$ cat src/rtl/pri_decoder_pipe_if.sv
// Handshake and status bundle for the priority decoder pipe.
// The master side feeds codes and drains words; the slave side is the decoder.
interface pri_decoder_pipe_if;
  logic        enable;
  logic        in_valid;
  logic        in_ready;
  logic [3:0]  binary_in;
  logic        out_valid;
  logic        out_ready;
  logic [15:0] decoder_out;
  logic [1:0]  level;
  logic [7:0]  zero_cnt;

  modport master (
    output enable, in_valid, binary_in, out_ready,
    input  in_ready, out_valid, decoder_out, level, zero_cnt
  );

  modport slave (
    input  enable, in_valid, binary_in, out_ready,
    output in_ready, out_valid, decoder_out, level, zero_cnt
  );
endinterface

$ cat src/rtl/pri_decoder_pipe.sv
// 4-bit code to one-hot decoder feeding a 2-entry FIFO with valid/ready on both sides.
// Words are decoded at push time; a saturating counter tallies accepted code-0 requests.
module pri_decoder_pipe (
  input  logic               clk,
  input  logic               reset_n,
  pri_decoder_pipe_if.slave  bus
);

  typedef enum logic [1:0] {
    EMPTY = 2'd0,
    ONE   = 2'd1,
    FULL  = 2'd2
  } state_t;

  state_t      state;
  logic [15:0] head_word;
  logic [15:0] tail_word;
  logic [15:0] new_word;
  logic [7:0]  zero_count;
  logic        ready_ok;
  logic        push;
  logic        pop;

  // ready_ok keeps in_ready low while reset is held and until the first edge after release
  assign bus.in_ready    = ready_ok & bus.enable & (state != FULL);
  assign bus.out_valid   = (state != EMPTY);
  assign bus.decoder_out = bus.out_valid ? head_word : 16'h0000;
  assign bus.level       = state;
  assign bus.zero_cnt    = zero_count;

  assign push = bus.in_valid & bus.in_ready;
  assign pop  = bus.out_valid & bus.out_ready;

  always_comb begin
    new_word = 16'h0000;
    if (bus.binary_in != 4'd0)
      new_word = 16'(1) << bus.binary_in;
  end

  always_ff @(posedge clk or negedge reset_n) begin
    if (!reset_n) begin
      state      <= EMPTY;
      head_word  <= 16'h0000;
      tail_word  <= 16'h0000;
      zero_count <= 8'd0;
      ready_ok   <= 1'b0;
    end else begin
      ready_ok <= 1'b1;
      if (push && (bus.binary_in == 4'd0) && (zero_count != 8'hFF))
        zero_count <= zero_count + 8'd1;
      case (state)
        EMPTY: begin
          if (push) begin
            head_word <= new_word;
            state     <= ONE;
          end
        end
        ONE: begin
          if (push && pop) begin
            head_word <= new_word;
          end else if (push) begin
            tail_word <= new_word;
            state     <= FULL;
          end else if (pop) begin
            state <= EMPTY;
          end
        end
        FULL: begin
          if (pop) begin
            head_word <= tail_word;
            state     <= ONE;
          end
        end
        default: state <= EMPTY;
      endcase
    end
  end

endmodule
$ cat src/flat_wrapper.sv
// flat-port wrapper written by rule: the top's interface ports become plain ports
module pri_decoder_pipe_flat 
  (clk, reset_n, bus_enable, bus_in_valid, bus_binary_in, bus_out_ready, bus_in_ready, bus_out_valid, bus_decoder_out, bus_level, bus_zero_cnt);
  pri_decoder_pipe_if bus_i ();
  input  logic clk;
  input  logic reset_n;
  input wire logic [$bits(bus_i.enable)-1:0] bus_enable;
  input wire logic [$bits(bus_i.in_valid)-1:0] bus_in_valid;
  input wire logic [$bits(bus_i.binary_in)-1:0] bus_binary_in;
  input wire logic [$bits(bus_i.out_ready)-1:0] bus_out_ready;
  output wire logic [$bits(bus_i.in_ready)-1:0] bus_in_ready;
  output wire logic [$bits(bus_i.out_valid)-1:0] bus_out_valid;
  output wire logic [$bits(bus_i.decoder_out)-1:0] bus_decoder_out;
  output wire logic [$bits(bus_i.level)-1:0] bus_level;
  output wire logic [$bits(bus_i.zero_cnt)-1:0] bus_zero_cnt;
  assign bus_i.enable = bus_enable;
  assign bus_i.in_valid = bus_in_valid;
  assign bus_i.binary_in = bus_binary_in;
  assign bus_i.out_ready = bus_out_ready;
  assign bus_in_ready = bus_i.in_ready;
  assign bus_out_valid = bus_i.out_valid;
  assign bus_decoder_out = bus_i.decoder_out;
  assign bus_level = bus_i.level;
  assign bus_zero_cnt = bus_i.zero_cnt;
  pri_decoder_pipe u_core (.clk(clk), .reset_n(reset_n), .bus(bus_i));
endmodule
$ cat config.mk
export PLATFORM = sky130hd
export DESIGN_NAME = pri_decoder_pipe_flat
export DESIGN_NICKNAME = d
export VERILOG_FILES = /design/src/rtl/pri_decoder_pipe_if.sv /design/src/rtl/pri_decoder_pipe.sv /design/src/flat_wrapper.sv
export SDC_FILE = /design/constraint.sdc
export NUM_CORES = 1
export LEC_CHECK = 0
export BUFFER_PORTS_ARGS = -buffer_cell sky130_fd_sc_hd__buf_2
export CAP_MARGIN = 20
export CORE_AREA = 2 2 93 73
export DETAILED_ROUTE_END_ITERATION = 6
export DIE_AREA = 0 0 95 75
export GPL_TIMING_DRIVEN = 0
export PLACE_DENSITY_LB_ADDON = 0.3
export SETUP_SLACK_MARGIN = 0.5
export SLEW_MARGIN = 20
export SYNTH_ARGS = -nofsm -noshare
export SYNTH_HDL_FRONTEND = slang
export SYNTH_SLANG_ARGS = --single-unit
$ cat constraint.sdc
create_clock -name clk -period 2.98 [get_ports clk]
set_input_delay 0 -clock clk [delete_from_list [all_inputs] [get_ports clk]]
set_output_delay 0 -clock clk [all_outputs]
set_load 0.01 [all_outputs]
==> out/metrics.csv, run 1 <==
metric,value,unit
syn-instance-count,207,
diodes,0,
root_buffer,clkbuf_8,
drv_slew,0,
max_stage_delay,0.80,ns
grt_pass1_wl,7760,um
fmax,0.455,GHz
r2r-start,u_core.bus.level[1],
critPathLaunchType,flip-flop,
regArea,0.00108,mm2
finalSetupViolCount,0,
postRouteAntennaNets,0,
fin_nets,264,
start_util,34.3,%
wl_per_cell,13.6,um
totalWireLength,4580,um
path_max_fanout,10,
yosys_warnings,0,
required,3.12,ns
clock_latency,0.30,ns
overflow,0,
layout_common_cells,"dfrtp_1, buf_2, nor2_1",
post_dp_cell_area,0.00240,mm2
drt-initial-drc-count,53,
critical_path_depth,4,
tightestPinTransition,0.952,ns
ir_drop,167,uV
cts.path.max_buffers,2,
final_common_cell,dfrtp_1,
layout_min_cycle_time,2.20,ns
grt_pass1_vias,1558,
fp.coreArea,0.00616,mm2
critPathCapture,u_core.head_word[12],
hp-start,bus_binary_in[3],
final-hold-violation-count,0,
synth-seq-area-share,50.9,%
yosysTopAreaCell,dfrtp_1,
crit_arrival,2.34,ns
grt_max_degree,44,
cts_sinks,43,
syn_area,0.00212,mm2
clock_tree.htree_level_count,2,
fp.dieW,95,um
relSlewSlack,36.6,%
fill_cells,624,
finalSetupTns,0,ns
cts_made_buffers,5,
reg2reg_depth,4,
cellPowerDensity,523,mW/mm2
leakage,0.00125,uW
dieArea,0.00713,mm2
synth.avg_cell_area,10.2,um2
critical_path_class,flip-flop to flip-flop,
multiInputGateArea,978,um2
grt_use_total,14.6,%
route.detailed.drc,0,
drtPass1Iterations,4,
syn_nets,217,
vias_per_cell,4.74,
maxCapViolations,0,
io_buffers,36,
drive_gt1_share,20.8,%
synth_area_leaders,"dfrtp_1, mux2_1, a21oi_1",
path_delay_family,compound AO/OA/AOI/OAI gates,
boundaryPins,37,
cts_tree,built,
synth_top_area_share,50.9,%
clk_pin_slew,0.08,ns
end_kind,flip-flop,
route.vias.total,1593,
synth-seq-cells,43,
syn_to_final_growth,19.5,%
r2r_slack,0.78,ns
r2r-end,u_core.head_word[12],
min_period_over_period,73.7,%
hold-worst-slack,0.161,ns
cp_cell_sequence,buf_2 -> o41ai_1 -> clkbuf_1 -> a21oi_1,
antenna_found_initial,0,
final_area,0.00253,mm2
dp.final_hpwl,3320,um
rows,25,
status,"finished, final reports clean",
path_buf_inv,2,
rsz0062_at_grt,false,
die_h,75,um
crit_start,u_core.bus.level[1],
synth.distinct_cells,32,
power,1320,uW
crit_path_top_delay_cell,o41ai_1,
hp-class,input pin to flip-flop,
skew,0.0138,ns
place.gp.congestion,0.783,
## kinds of logic (layout without fill, tap and decap cells)
group / after synthesis / after routing / synth area share (%)
AND/OR/NAND/NOR: 89 / 89 / 23.4
flip-flops: 43 / 43 / 50.9
AO/OA/AOI/OAI: 30 / 30 / 7.81
multiplexers: 23 / 23 / 11.8
buffers and inverters: 14 / 62 / 2.90
XOR/XNOR: 6 / 6 / 2.48
adder cells (fa/ha/maj): 1 / 1 / 0.591
other: 1 / 1 / 0.177
## final cells by class
class / instances / area share (%)
timing repair buffer: 40 / 8.51
multi-input combinational: 150 / 38.7
sequential: 43 / 42.6
inverter: 4 / 0.594
clock buffer: 7 / 3.42
buffer: 10 / 1.83
tap: 81 / 4.01
clock inverter: 1 / 0.347
## state kept, by name, indices dropped and copies added (netlist names)
register	flops
u_core.bus.level	2
u_core.bus.zero_cnt	8
u_core.head_word	16
u_core.ready_ok	1
u_core.tail_word	16
## repair_timing
action | 4_1_cts | 5_1_grt
gates resized for setup | 0 | 0
setup endpoints to repair | 0 | 7
buffers inserted | 0 | 2
hold endpoints to repair | 44 | 0
hold buffers | 2 | 0
## worst min-delay path by stage
stage                                      to  slack [ns]  cells after the start
after floorplan           u_core.bus.level[0]       -0.30                      0
after global placement    u_core.head_word[6]        0.22                      1
after detailed placement  u_core.head_word[6]        0.21                      1
after CTS                 u_core.head_word[1]        0.15                      4
after global routing      u_core.head_word[1]        0.20                      4
final                     u_core.head_word[1]        0.16                      4
## cell usage after synthesis, drive strengths merged
cell / n
o32a: 1
nor3b: 1
nor3: 16
conb: 1
o22ai: 1
o21a: 1
mux2i: 7
nand4: 1
nand3: 4
or3: 1
a21oi: 24
nand3b: 1
nor4b: 1
o21bai: 1
mux2: 16
o21ai: 1
or4: 2
clkbuf: 6
inv: 4
nand2: 6
nor2b: 18
o41ai: 1
ha: 1
dfrtp: 43
xor2: 6
nor4: 3
buf: 4
nor2: 30
nand2b: 5
## power by group
group / switching (uW) / internal [uW] / total (uW)
logic: 134 / 104 / 238
registers: 36.7 / 655 / 691
clock network: 201 / 190 / 391
total: 372 / 949 / 1320
## per-layer routing
layer | routed length (um) | track usage [%]
met1 | 2370 | 21.8
met2 | 2010 | 20.9
met3 | 126 | 3.30
met4 | 74 | 5.31
met5 | 0 | 0
## worst reg2reg max path, delay by kind of cell, from the launching register on
family	cells	cell delay (ns)
compound gates	2	0.96
buf+inv	2	0.72
flops	1	0.38
## metrics by stage
step,utilization [%],worst slack [ns],instances
after floorplan,-,0.803,207
after global placement,38.9,0.620,324
after detailed placement,38.9,0.594,324
after CTS,40.8,0.589,334
after global routing,41.0,0.586,336
final,41.0,0.784,336
(Power assumes the default switching activity.)
==> inputs of run 2 (changes only) <==
--- a/config.mk
+++ b/config.mk
@@ -5,11 +5,12 @@
 export SDC_FILE = /design/constraint.sdc
 export NUM_CORES = 1
 export LEC_CHECK = 0
+export ABC_AREA = 1
 export BUFFER_PORTS_ARGS = -buffer_cell sky130_fd_sc_hd__buf_2
 export CAP_MARGIN = 20
-export CORE_AREA = 2 2 93 73
+export CORE_AREA = 2 2 96 75
 export DETAILED_ROUTE_END_ITERATION = 6
-export DIE_AREA = 0 0 95 75
+export DIE_AREA = 0 0 98 77
 export GPL_TIMING_DRIVEN = 0
 export PLACE_DENSITY_LB_ADDON = 0.3
 export SETUP_SLACK_MARGIN = 0.5
==> constraint.sdc (replaced) <==
create_clock -name clk -period 2 [get_ports clk]
set_input_delay 0 -clock clk [delete_from_list [all_inputs] [get_ports clk]]
set_output_delay 0 -clock clk [all_outputs]
set_load 0.01 [all_outputs]
==> out/metrics.csv, run 2 <==
metric,value,unit,change
status,"finished, final reports clean",,
synthTopCellsByCount,"nand2_1, dfrtp_1, inv_1",,
power_frac_clock,34.1,%,+4.5 points
overflow,0,,unchanged
layout_min_cycle_time,1.39,ns,
p_switching,467,uW,+26%
cts_tree,built,,
hp-class,input pin to flip-flop,,
final-hold-violation-count,0,,unchanged
skew,0.00498,ns,-0.00886 ns
rsz0062_at_grt,true,,
syn_nets,305,,+41%
path_max_fanout,10,,unchanged
yosysMostFrequentCell,nand2_1,,
syn-instance-count,295,,+43%
io_buffers,32,,-11%
synth.avg_cell_area,7.63,um2,-25%
fin_util,40.7,%,-0.36 points
syn_to_final_growth,19.3,%,
die_h,77,um,+2.7%
dp.final_hpwl,3570,um,+7.3%
fmax,0.720,GHz,
drt-initial-drc-count,120,,+130%
ys.flop_type,dfrtp_1,,
tightestPinTransition,0.542,ns,-0.410 ns
regArea,0.00108,mm2,+0.23%
synth_xor_area_share,1.17,%,-1.3 points
power_switching_share,26.1,%,-2.0 points
sequentialPowerShare,53.0,%,+0.6 points
synth-seq-area-share,47.8,%,-3.1 points
fin_nets,347,,+31%
max_stage_delay,0.45,ns,-0.35 ns
end_kind,output port,,
vias_per_cell,4.70,,-0.84%
maxCapViolations,0,,unchanged
postRouteAntennaNets,0,,unchanged
cp_common_cell,inv_2,,
clock_tree.htree_level_count,2,,unchanged
place.gp.congestion,0.797,,+1.8%
ir_drop,221,uV,+32%
r2r-start,u_core.bus.zero_cnt[1],,
comb_power_share,12.9,%,-5.1 points
clock_latency,0.29,ns,about the same
fill_cells,670,,+7.4%
synth_compound_area_share,8.39,%,+0.59 points
min_period_over_period,69.5,%,
drive_gt1_share,21.6,%,+0.81 points
final_common_cell,nand2_1,,
crit_start,u_core.bus.level[1],,
rows,26,,+4.0%
synth_edf_count,0,,unchanged
finalSetupViolCount,0,,unchanged
finalSetupTns,0,ns,unchanged
antenna_found_initial,0,,unchanged
totalWireLength,5090,um,+11%
grt_max_degree,44,,unchanged
dieArea,0.00755,mm2,+5.9%
synth_area_leaders,"dfrtp_1, nand2_1, inv_1",,
multiInputGateArea,0.00100,mm2,+2.6%
boundaryPins,37,,unchanged
synth-seq-cells,43,,unchanged
wl_per_cell,12.1,um,-12%
yosys_warnings,0,,unchanged
synth.distinct_cells,24,,-25%
yosysTopAreaCell,dfrtp_1,,
synthArstFlopShare,100,%,unchanged
relSlewSlack,63.9,%,+27 points
p_int,1320,uW,+39%
route.vias.total,1984,,+25%
drv_slew,0,,unchanged
fp.coreArea,0.00660,mm2,+7.2%
clk_pin_slew,0.08,ns,about the same
grt_use_total,14.6,%,-0.045 points
synthSimpleGateAreaFrac,33.0,%,+9.6 points
leakage,0.00133,uW,+7.0%
cp_cell_sequence,inv_2 -> nand2_1 -> inv_2 -> buf_6 -> nor2_1 -> buf_2,,
layout_common_cells,"nand2_1, dfrtp_1, buf_2",,
synthMuxAreaShare,0,%,-12 points
route.detailed.drc,0,,unchanged
syn_area,0.00225,mm2,+6.4%
start_util,34.1,%,-0.25 points
grt_pass1_wl,8910,um,+15%
critical_path_class,flip-flop to output port,,
cts_sinks,43,,unchanged
synth_top_area_share,47.8,%,-3.1 points
cts.path.max_buffers,2,,unchanged
crit_arrival,1.39,ns,-0.95 ns
hp-start,bus_binary_in[2],,
critPathLaunchType,flip-flop,,
crit_path_top_delay_cell,dfrtp_2,,
yosys.area_share.adder,0.556,%,-0.036 points
grt_pass1_vias,1834,,+18%
cellPowerDensity,665,mW/mm2,+27%
drtPass1Iterations,4,,unchanged
fp.dieW,98,um,+3.2%
required,2.00,ns,-1.12 ns
cts_made_buffers,5,,unchanged
synth_top_family_by_area,simple AND/OR/NAND/NOR gates,,
root_buffer,clkbuf_8,,
diodes,0,,unchanged
==> run 2: cell count changes after synthesis, sizes merged, moves of 6 or more <==
cell and change:
nand2 +109, o21ai +33, inv +25, a21oi -24, nor2b -18, mux2 -16, nor3 -15, nand3 +14
nand4 +11, buf +9, mux2i -7, nor2 -7, clkbuf -6
==> run 2: routing by layer <==
| metal | vias to the layer above | share of wire (%) | global-route usage [%] |
|---|---|---|---|
| li1 | 1016 | - | - |
| met1 | 913 | 52 | 22.1 |
| met2 | 49 | 42 | 20.5 |
| met3 | 6 | 4.9 | 2.83 |
| met4 | 0 | 1.4 | 5.14 |
| met5 | - | 0 | 0 |
==> run 2: worst paths after layout <==
path | end | slack (ns) | depth (start not counted)
hold / removal | u_core.tail_word[4] | 0.02 | 3
setup reg to reg | u_core.bus.zero_cnt[6] | 0.63 | 7
hold reg to reg | u_core.head_word[7] | 0.48 | 2
min in group asynchronous | u_core.tail_word[3] | 0.23 | 2
max in group asynchronous | u_core.bus.zero_cnt[1] | 1.37 | 2
setup / recovery | bus_decoder_out[7] | 0.61 | 6
==> run 2: layout make-up <==
class | instances | area share [%]
clock buffer | 8 | 3.73
tap | 84 | 3.91
inverter | 29 | 4.05
timing repair buffer | 35 | 7.08
multi-input combinational | 210 | 37.4
sequential | 43 | 40.2
buffer | 13 | 3.68
==> run 2: repair_timing <==
| item | CTS | global route |
|---|---|---|
| pin swaps | 0 | 0 |
| resized for setup | 2 | 8 |
| endpoints found under the hold margin | 44 | 0 |
| hold buffers | 2 | 0 |
| buffers inserted | 0 | 1 |
| endpoints found under the setup margin | 10 | 41 |
==> run 2: metrics by stage <==
stage | hold slack, ns | total power [uW] | area [um2] | cells | worst slack, ns
5_1_grt | 0.0281 | 1890 | 2690 | 422 | 0.483
3_5_place_dp | 0.218 | 1180 | 2520 | 411 | 0.528
3_3_place_gp | 0.221 | 1180 | 2520 | 411 | 0.559
6_report | 0.0239 | 1790 | 2690 | 422 | 0.611
2_1_floorplan | -0.296 | 1100 | 2250 | 295 | 0.668
4_1_cts | 0.0177 | 1800 | 2640 | 421 | 0.509
==> run 2: worst max-delay path: cells and delay by family (launching register included) <==
kind / cells / cell delay [ns]
buffers and inverters: 4 / 0.51
flip-flops: 1 / 0.45
AND/OR/NAND/NOR: 2 / 0.14
==> run 2: cell families after synthesis <==
group,Yosys count
xor+xnor,3
buf+inv,42
simple gates,170
compound gates,35
other cells,1
flops,43
fa+ha+maj,1
==> run 2: power groups by stage <==
stage	logic, uW	registers (uW)	clock network [uW]
floorplan	139	964	0
global placement	212	966	0
detailed placement	214	966	0
CTS	220	949	628
global route	267	955	669
finish	230	948	609
==> inputs of run 3 (changes only) <==
==> constraint.sdc (replaced) <==
create_clock -name clk -period 1.3 [get_ports clk]
set_input_delay 0 -clock clk [delete_from_list [all_inputs] [get_ports clk]]
set_output_delay 0 -clock clk [all_outputs]
set_load 0.01 [all_outputs]
==> out/metrics.csv, run 3 (synthesis gave the netlist of run 2 again) <==
metric,value,unit,change
crit_path_top_delay_cell,dfrtp_2,,
start_util,34.1,%,unchanged
sequentialPowerShare,44.1,%,-8.9 points
antenna_found_initial,0,,unchanged
cts.path.max_buffers,2,,unchanged
p_switching,866,uW,+85%
power_frac_clock,37.8,%,+3.7 points
rsz0062_at_grt,true,,
critPathLaunchType,flip-flop,,
postRouteAntennaNets,0,,unchanged
wl_per_cell,12.9,um,+7.1%
boundaryPins,37,,unchanged
power,3320,uW,+86%
grt_max_degree,44,,unchanged
fmax,0.740,GHz,
relSlewSlack,35.4,%,-28 points
cts_tree,built,,
min_period_over_period,104,%,
vias_per_cell,4.81,,+2.2%
crit_arrival,1.58,ns,+0.19 ns
cp_cell_sequence,buf_6 -> nand2_2 -> nand2_2 -> nand2_2 -> a21boi_4 -> buf_6 -> nand2_1 -> nand2_1,,
drv_slew,0,,unchanged
leakage,0.00153,uW,+15%
root_buffer,clkbuf_8,,
fin_nets,369,,+6.3%
end_kind,flip-flop,,
layout.cells.non_filler,444,,+5.2%
violations,"negative hold slack, negative setup slack",,
worst_slack,-0.0508,ns,-0.661 ns
cp_common_cell,nand2_2,,
comb_power_share,18.0,%,+5.1 points
dieArea,0.00755,mm2,unchanged
syn_to_final_growth,51.5,%,
reg2reg_depth,8,,+1
p_int,2450,uW,+86%
r2r-end,u_core.head_word[13],,
drive_gt1_share,40.3,%,+19 points
r2r_slack,-0.05,ns,-0.68 ns
route.vias.total,2134,,+7.6%
drt-initial-drc-count,191,,+59%
totalWireLength,5740,um,+13%
rows,26,,unchanged
max_stage_delay,0.47,ns,+0.02 ns
fp.coreArea,0.00660,mm2,unchanged
layout_min_cycle_time,1.35,ns,
grt_use_total,15.2,%,+0.60 points
ir_drop,510,uV,+130%
skew,0.0120,ns,+0.00698 ns
pre_cts_ws,-0.0563,ns,-0.584 ns
cellPowerDensity,972,mW/mm2,+46%
final_common_cell,nand2_1,,
grt_pass1_vias,1905,,+3.9%
finalSetupViolCount,46,,+46
clock_tree.htree_level_count,2,,unchanged
dp_cells,411,,unchanged
io_buffers,32,,unchanged
grt_pass1_wl,9350,um,+4.9%
fp.dieW,98,um,unchanged
die_h,77,um,unchanged
critical_path_class,flip-flop to flip-flop,,
cts_sinks,43,,unchanged
maxCapViolations,0,,unchanged
clk_pin_slew,0.09,ns,about the same
overflow,0,,unchanged
power_switching_share,26.1,%,-0.032 points
required,1.53,ns,-0.47 ns
final-hold-violation-count,43,,+43
clock_latency,0.30,ns,about the same
place.gp.congestion,0.805,,+1.0%
tightestPinTransition,0.969,ns,+0.426 ns
dp.final_hpwl,3720,um,+4.2%
layout_common_cells,"nand2_1, buf_6, dfrtp_1",,
cts_hold_buf,1,,-1
drtPass1Iterations,4,,unchanged
critPathCapture,u_core.head_word[13],,
cts_made_buffers,5,,unchanged
hold-worst-slack,-0.155,ns,-0.179 ns
r2r-start,u_core.bus.level[1],,
hp-class,input pin to asynchronous set/reset pin,,
status,"complete, but fails checks",,
path_max_fanout,10,,unchanged
crit_start,u_core.bus.level[1],,
route.detailed.drc,0,,unchanged
diodes,0,,unchanged
[run 3: what timing repair did]
action	CTS	global route
pin swaps	9	12
cloned	2	1
endpoints found under the setup margin	70	70
buffers inserted	15	6
resized for setup	43	53
endpoints found under the hold margin	44	43
[run 3: power groups by stage]
stage	Clock (uW)	Sequential, uW	Combinational [uW]
global placement	0	1490	380
global route	1340	1470	652
floorplan	0	1490	264
finish	1260	1460	598
detailed placement	0	1490	387
CTS	1270	1460	502
[run 3: how the worst min path moves through the flow]
stage,to,cells past startpoint
6_report,u_core.ready_ok,1
5_1_grt,u_core.ready_ok,1
3_5_place_dp,u_core.ready_ok,1
2_1_floorplan,u_core.bus.level[0],0
4_1_cts,u_core.ready_ok,1
3_3_place_gp,u_core.tail_word[2],1
[run 3: area by class of cell]
type	instances	area [um2]
Multi-Input combinational cell	211	1260
Tap cell	84	105
Buffer	13	130
Clock buffer	5	68.8
Inverter	29	124
Sequential cell	43	1090
Clock inverter	3	67.6
Fill cell	617	3190
Timing Repair Buffer	56	569
[run 3: stage by stage]
stage | area [um2] | util, % | TNS [ns]
after global placement | 2660 | 40.3 | -0.204
after global routing | 3410 | 51.6 | -5.16
after detailed placement | 2660 | 40.3 | -0.589
after CTS | 3110 | 47.0 | -0.749
final | 3410 | 51.6 | -1.18
after floorplan | 2400 | - | 0
[run 3: per-layer routing]
| layer | part of all wire (%) | global-route usage (%) |
|---|---|---|
| met4 | 0.94 | 3.75 |
| met5 | 0 | 0 |
| met2 | 46 | 21.2 |
| met3 | 5.9 | 3.10 |
| met1 | 47 | 23.7 |
[run 3: critical path, delay by kind of cell, from the launching register on]
family	cells	cell delay, ns
DFF	1	0.47
buffers and inverters	2	0.30
and+or+nand+nor	5	0.29
AOI/OAI and AO/OA	1	0.22
